**config.mk**
```make
export PLATFORM = sky130hd
export DESIGN_NAME = ma_lsu
export DESIGN_NICKNAME = d
export VERILOG_FILES = /design/src/rtl/ma_lsu.sv
export SDC_FILE = /design/constraint.sdc
export NUM_CORES = 1
export LEC_CHECK = 0
export BUFFER_PORTS_ARGS = -buffer_cell sky130_fd_sc_hd__buf_4
export CAP_MARGIN = 20
export CORE_MARGIN = 2
export CORE_UTILIZATION = 47
export CTS_CLUSTER_DIAMETER = 30
export DETAILED_ROUTE_END_ITERATION = 10
export PLACE_DENSITY = 0.82
export SLEW_MARGIN = 20
export SYNTH_ARGS = -nofsm -noshare
export SYNTH_HDL_FRONTEND = slang
export SYNTH_SLANG_ARGS = --single-unit
```
**constraint.sdc**
```tcl
create_clock -name clk -period 2.2 [get_ports clk]
set_input_delay 0.11 -clock clk [delete_from_list [all_inputs] [get_ports clk]]
set_output_delay 0.11 -clock clk [all_outputs]
set_load 0.02 [all_outputs]
```
**src/rtl/ma_lsu.sv**
```systemverilog
// Memory-access stage load/store unit: maps EX requests onto a byte-laned RAM
// and aligns/extends the registered read word into a write-back value.
module ma_lsu #(
    parameter int DRWIDTH = 9
) (
    input  logic               clk,
    input  logic               rst_n,
    input  logic               ex_valid,
    input  logic               ex_load,
    input  logic               ex_store,
    input  logic [2:0]         ex_funct3,
    input  logic [31:0]        ex_addr,
    input  logic [31:0]        ex_wdata,
    input  logic [4:0]         ex_rd,
    input  logic               stall,
    output logic [DRWIDTH-1:0] ram_radr,
    output logic [DRWIDTH-1:0] ram_wadr,
    output logic [31:0]        ram_wdata,
    output logic [3:0]         ram_wen,
    input  logic [31:0]        ram_rdata,
    output logic               wb_valid,
    output logic [4:0]         wb_rd,
    output logic [31:0]        wb_ldata,
    output logic               ma_err,
    output logic [31:0]        ma_err_addr
);

    logic        acc;
    logic        is_half;
    logic        is_word;
    logic        misaligned;
    logic        illegal;
    logic        bad;
    logic        ld_acc;
    logic [7:0]  ld_byte;
    logic [15:0] ld_half;
    logic [31:0] ld_ext;

    logic        wb_valid_q, wb_valid_d;
    logic [4:0]  wb_rd_q, wb_rd_d;
    logic [2:0]  f3_q, f3_d;
    logic [1:0]  off_q, off_d;
    logic        hold_vld_q, hold_vld_d;
    logic [31:0] hold_reg_q, hold_reg_d;
    logic        ma_err_q, ma_err_d;
    logic [31:0] ma_err_addr_q, ma_err_addr_d;

    // Address bits above the RAM word index are ignored, so accesses wrap.
    logic unused_addr_hi;
    assign unused_addr_hi = ^ex_addr[31:DRWIDTH+2];

    assign acc        = ex_valid & (ex_load | ex_store) & ~stall;
    assign is_half    = (ex_funct3[1:0] == 2'b01);
    assign is_word    = (ex_funct3[1:0] == 2'b10);
    assign misaligned = (is_half & ex_addr[0]) | (is_word & (ex_addr[1:0] != 2'b00));
    assign illegal    = ex_store ? (ex_funct3[2] | (ex_funct3[1:0] == 2'b11))
                                 : ((ex_funct3[1:0] == 2'b11) | (ex_funct3 == 3'b110));
    assign bad        = misaligned | illegal;
    assign ld_acc     = acc & ex_load & ~bad;

    assign ram_radr = ex_addr[DRWIDTH+1:2];
    assign ram_wadr = ex_addr[DRWIDTH+1:2];

    always_comb begin
        ram_wen   = 4'b0000;
        ram_wdata = ex_wdata;
        case (ex_funct3[1:0])
            2'b00:   ram_wdata = {4{ex_wdata[7:0]}};
            2'b01:   ram_wdata = {2{ex_wdata[15:0]}};
            default: ram_wdata = ex_wdata;
        endcase
        if (acc & ex_store & ~bad & rst_n) begin
            case (ex_funct3[1:0])
                2'b00:   ram_wen = 4'b0001 << ex_addr[1:0];
                2'b01:   ram_wen = ex_addr[1] ? 4'b1100 : 4'b0011;
                2'b10:   ram_wen = 4'b1111;
                default: ram_wen = 4'b0000;
            endcase
        end
    end

    always_comb begin
        ld_byte = ram_rdata[{off_q, 3'b000} +: 8];
        ld_half = off_q[1] ? ram_rdata[31:16] : ram_rdata[15:0];
        case (f3_q)
            3'b000:  ld_ext = {{24{ld_byte[7]}}, ld_byte};
            3'b001:  ld_ext = {{16{ld_half[15]}}, ld_half};
            3'b100:  ld_ext = {24'd0, ld_byte};
            3'b101:  ld_ext = {16'd0, ld_half};
            default: ld_ext = ram_rdata;
        endcase
    end

    // The RAM keeps re-reading while stalled, so the first stalled result is frozen in hold_reg.
    always_comb begin
        wb_valid_d    = wb_valid_q;
        wb_rd_d       = wb_rd_q;
        f3_d          = f3_q;
        off_d         = off_q;
        hold_vld_d    = hold_vld_q;
        hold_reg_d    = hold_reg_q;
        ma_err_d      = acc & bad;
        ma_err_addr_d = ma_err_addr_q;
        if (!stall) begin
            wb_valid_d = ld_acc;
            if (ld_acc) begin
                wb_rd_d = ex_rd;
                f3_d    = ex_funct3;
                off_d   = ex_addr[1:0];
            end
        end
        if (stall & wb_valid_q & ~hold_vld_q) begin
            hold_vld_d = 1'b1;
            hold_reg_d = ld_ext;
        end else if (!stall) begin
            hold_vld_d = 1'b0;
        end
        if (acc & bad) begin
            ma_err_addr_d = ex_addr;
        end
    end

    always_ff @(posedge clk or negedge rst_n) begin
        if (!rst_n) begin
            wb_valid_q    <= 1'b0;
            wb_rd_q       <= 5'd0;
            f3_q          <= 3'd0;
            off_q         <= 2'd0;
            hold_vld_q    <= 1'b0;
            hold_reg_q    <= 32'd0;
            ma_err_q      <= 1'b0;
            ma_err_addr_q <= 32'd0;
        end else begin
            wb_valid_q    <= wb_valid_d;
            wb_rd_q       <= wb_rd_d;
            f3_q          <= f3_d;
            off_q         <= off_d;
            hold_vld_q    <= hold_vld_d;
            hold_reg_q    <= hold_reg_d;
            ma_err_q      <= ma_err_d;
            ma_err_addr_q <= ma_err_addr_d;
        end
    end

    assign wb_valid    = wb_valid_q;
    assign wb_rd       = wb_rd_q;
    assign wb_ldata    = hold_vld_q ? hold_reg_q : ld_ext;
    assign ma_err      = ma_err_q;
    assign ma_err_addr = ma_err_addr_q;

endmodule

```
==> results.toml <==
[outcome]
outcome = "finished, final reports clean"

[placed_design]
dp_cells = 777
place_area_sq_um = 6399
place_ws_ns = -0.1429
hpwl_mm = 10.81
numPortBuffers = 234
gp_congestion = 0.8504

[clock_tree]
clock-root-buffer = "clkbuf_8"
h-tree-depth = 3
clk_path_buf_depth = 2
cts_tree = "done"
insertion_delay_ns = 0.36
cts.clk_slew.worst_paths_ns = 0.08
cts_buffers = 9
cts.sinks = 77

[synth]
ys_seq_area_share_pct = 40.71
synthDistinctLibCells = 40
avgSynthCellArea_sq_um = 10.33
netlist_instances = 458
synth_fp_nets = 568
yosysWarningCount = 0
async_flop_share_pct = 100.0
synth_flop_cell = "dfrtp_1"
synth_area_sq_um = 4733
ys_ff_latch = 77
synth-edff-count = 0

[routing]
firstDrtPassIters = 4
drcViolationCount = 0
drt_wl_total_mm = 15.43
vias_per_cell = 5.380
route.detailed.wl_per_inst_microns = 18.37
antenna_left = 0
dr.first_iter.drc_count = 176
vias = 4519

[worst_hold_path]
worstHoldPathType = "in2reg"

[layout]
syn_to_final_growth_pct = 53.13
final_cell_area_sq_um = 7248
drive_above_1_share_pct = 53.68
layout.cells.non_filler = 840
num-nets-final = 811

[grt]
antenna_found_initial = 0
grt_pass1_wl_mm = 24.06
overflow = 0
first_global_vias = 4647
grtUsageTotal_pct = 28.22
grt_max_degree = 52

[floorplanning]
coreArea_sq_um = 9774
dieArea_sq_um = 10890
die_height_microns = 104.4
die_w_microns = 104.4
floorplan.io_pins = 235
placementRows = 36
start_util_pct = 48.43

[timing]
setup_viol = 0
worst_slew_pin_slew_ns = 0.7566
finClkSkew_ns = 0.009091
period_share_pct = 98.41
finalHoldViolations = 0
tns_ns = 0
max_slew_margin_pct = 49.56
hold_slack_ns = 0.03110
setup_slack_ns = 0.03500
rsz0062_at_grt = "true"
min_period_ns = 2.165
final-max-slew-violation-count = 0
max_clock_freq_ghz = 0.4619

[power]
pwr-share-comb_pct = 51.1
p_sw_share_pct = 39.16
switchingPower_w = 0.002592
p_leak_nw = 3.397
powerDensity_nw_per_um2 = 913.1
power.share.sequential_pct = 32.6
peakVddDrop_v = 0.0003821
intPower_w = 0.004026
power_frac_clock_pct = 16.3

[critical_path]
crit_type = "reg2out"
cp_cell_sequence = "mux4_2, nor3b_4, buf_12, nor3_2, o31ai_1, buf_4"
cp_max_fo = 8
required_ns = 2.09
endpoint_kind = "output port"
max_stage_delay_ns = 0.50
worst_setup_path_start_kind = "register"
arrival_ns = 2.06
cpMaxStageDelayCell = "mux4_2"

[flow_run]
drv_cap = 0
[through the flow]
stage / total power [W] / util [%]
after global placement: 0.005053 / 65.46
after floorplan: 0.003955 / -
after detailed placement: 0.005142 / 65.46
final: 0.006618 / 74.16
after global routing: 0.006966 / 74.13
after CTS: 0.006444 / 72.67
[path summary, 6_finish.rpt]
path,to,slack [ns],from,cells past startpoint
setup / recovery,wb_ldata[15],0.03,off_q[1]$_DFFE_PN0P_,6
hold / removal,f3_q[2]$_DFFE_PN0P_,0.03,ex_funct3[2],2
setup reg to reg,hold_reg_q[20]$_DFFE_PN0P_,0.29,off_q[1]$_DFFE_PN0P_,5
hold reg to reg,hold_reg_q[10]$_DFFE_PN0P_,0.48,hold_reg_q[10]$_DFFE_PN0P_,2
max in group asynchronous,f3_q[1]$_DFFE_PN0P_,1.33,rst_n,3
min in group asynchronous,ma_err_addr[4]$_DFFE_PN0P_,0.39,rst_n,3
[power by group through the flow]
stage               Clock (W)  Combinational, W  Sequential [W]
floorplan                   0           0.00167         0.00229
global placement            0           0.00292         0.00213
detailed placement          0           0.00298         0.00216
CTS                   0.00111           0.00320         0.00214
global route          0.00119           0.00357         0.00221
finish                0.00108           0.00338         0.00215
[what timing repair did]
action | CTS | global route
hold buffers | 37 | 0
setup buffers | 3 | 7
endpoints found under the hold margin | 113 | 0
gates resized for setup | 21 | 16
pin swaps | 8 | 5
endpoints found under the setup margin | 32 | 32
[worst max-delay path: cells and delay by family (launching register included)]
family,cells,cell delay (ns)
AOI/OAI and AO/OA,1,0.11
and+or+nand+nor,2,0.36
buffers and inverters,2,0.34
DFF,1,0.38
muxes,1,0.50
[layout by cell type, fill, tap and decap left out, types with 3 or more instances in the layout]
cell type and count:
a211oi_2 4, a211oi_4 4, a21oi_1 20, a31oi_1 16
buf_12 3, buf_4 251, clkbuf_8 9, dfrtp_1 73
dfrtp_2 4, dlygate4sd3_1 37, mux2_1 3, mux2_2 32
mux2_4 39, mux2i_1 8, nand2_1 59, nand2b_1 10
nor2_1 20, nor2b_1 26, o21ai_0 10, o21ai_1 15
o221ai_2 7, o22a_1 8, o31ai_1 16
[synth_stat cells, drive strengths merged (2+ instances only)]
cell type / count / area [sq um]
nor2: 21 / 86.33
o21ai: 26 / 130.1
nand3: 2 / 15.01
clkbuf: 23 / 86.33
nand2b: 11 / 68.82
o221ai: 8 / 70.07
o31ai: 16 / 120.1
a31oi: 16 / 100.1
a211oi: 8 / 65.06
a21oi: 21 / 108.9
mux2: 74 / 979.7
o22a: 8 / 70.07
nor2b: 27 / 168.9
nand2: 59 / 221.5
nor4: 2 / 18.77
buf: 39 / 289.0
mux2i: 9 / 90.09
dfrtp: 77 / 1927
[sequential cells by signal (all words and copies together), names as in the netlist]
| name | cells |
|---|---|
| f3_q | 3 |
| hold_reg_q | 32 |
| hold_vld_q | 1 |
| ma_err | 1 |
| ma_err_addr | 32 |
| off_q | 2 |
| wb_rd | 5 |
| wb_valid | 1 |
[per-layer routing]
layer / routed length [microns] / track usage [%]
met3: 815 / 5.388
met1: 5645 / 30.37
met2: 8344 / 52.24
met5: 0 / 0
met4: 624 / 14.29
[cell type report]
cell class | count | area [sq um]
sequential | 77 | 1932
clock inverter | 7 | 72.57
antenna | 1 | 2.502
fill | 651 | 2526
clock buffer | 9 | 123.9
tap | 133 | 166.4
timing repair buffer | 294 | 2352
inverter | 1 | 3.754
multi-input combinational | 318 | 2595
[cells by family after synthesis]
family / count (synthesis) / share of synthesized area (%)
AND/OR/NAND/NOR: 127 / 13.06
multiplexers: 84 / 23.08
AO/OA/AOI/OAI: 107 / 15.15
buffers and inverters: 63 / 8.009
flip-flops: 77 / 40.71
(Power assumes the default switching activity.)
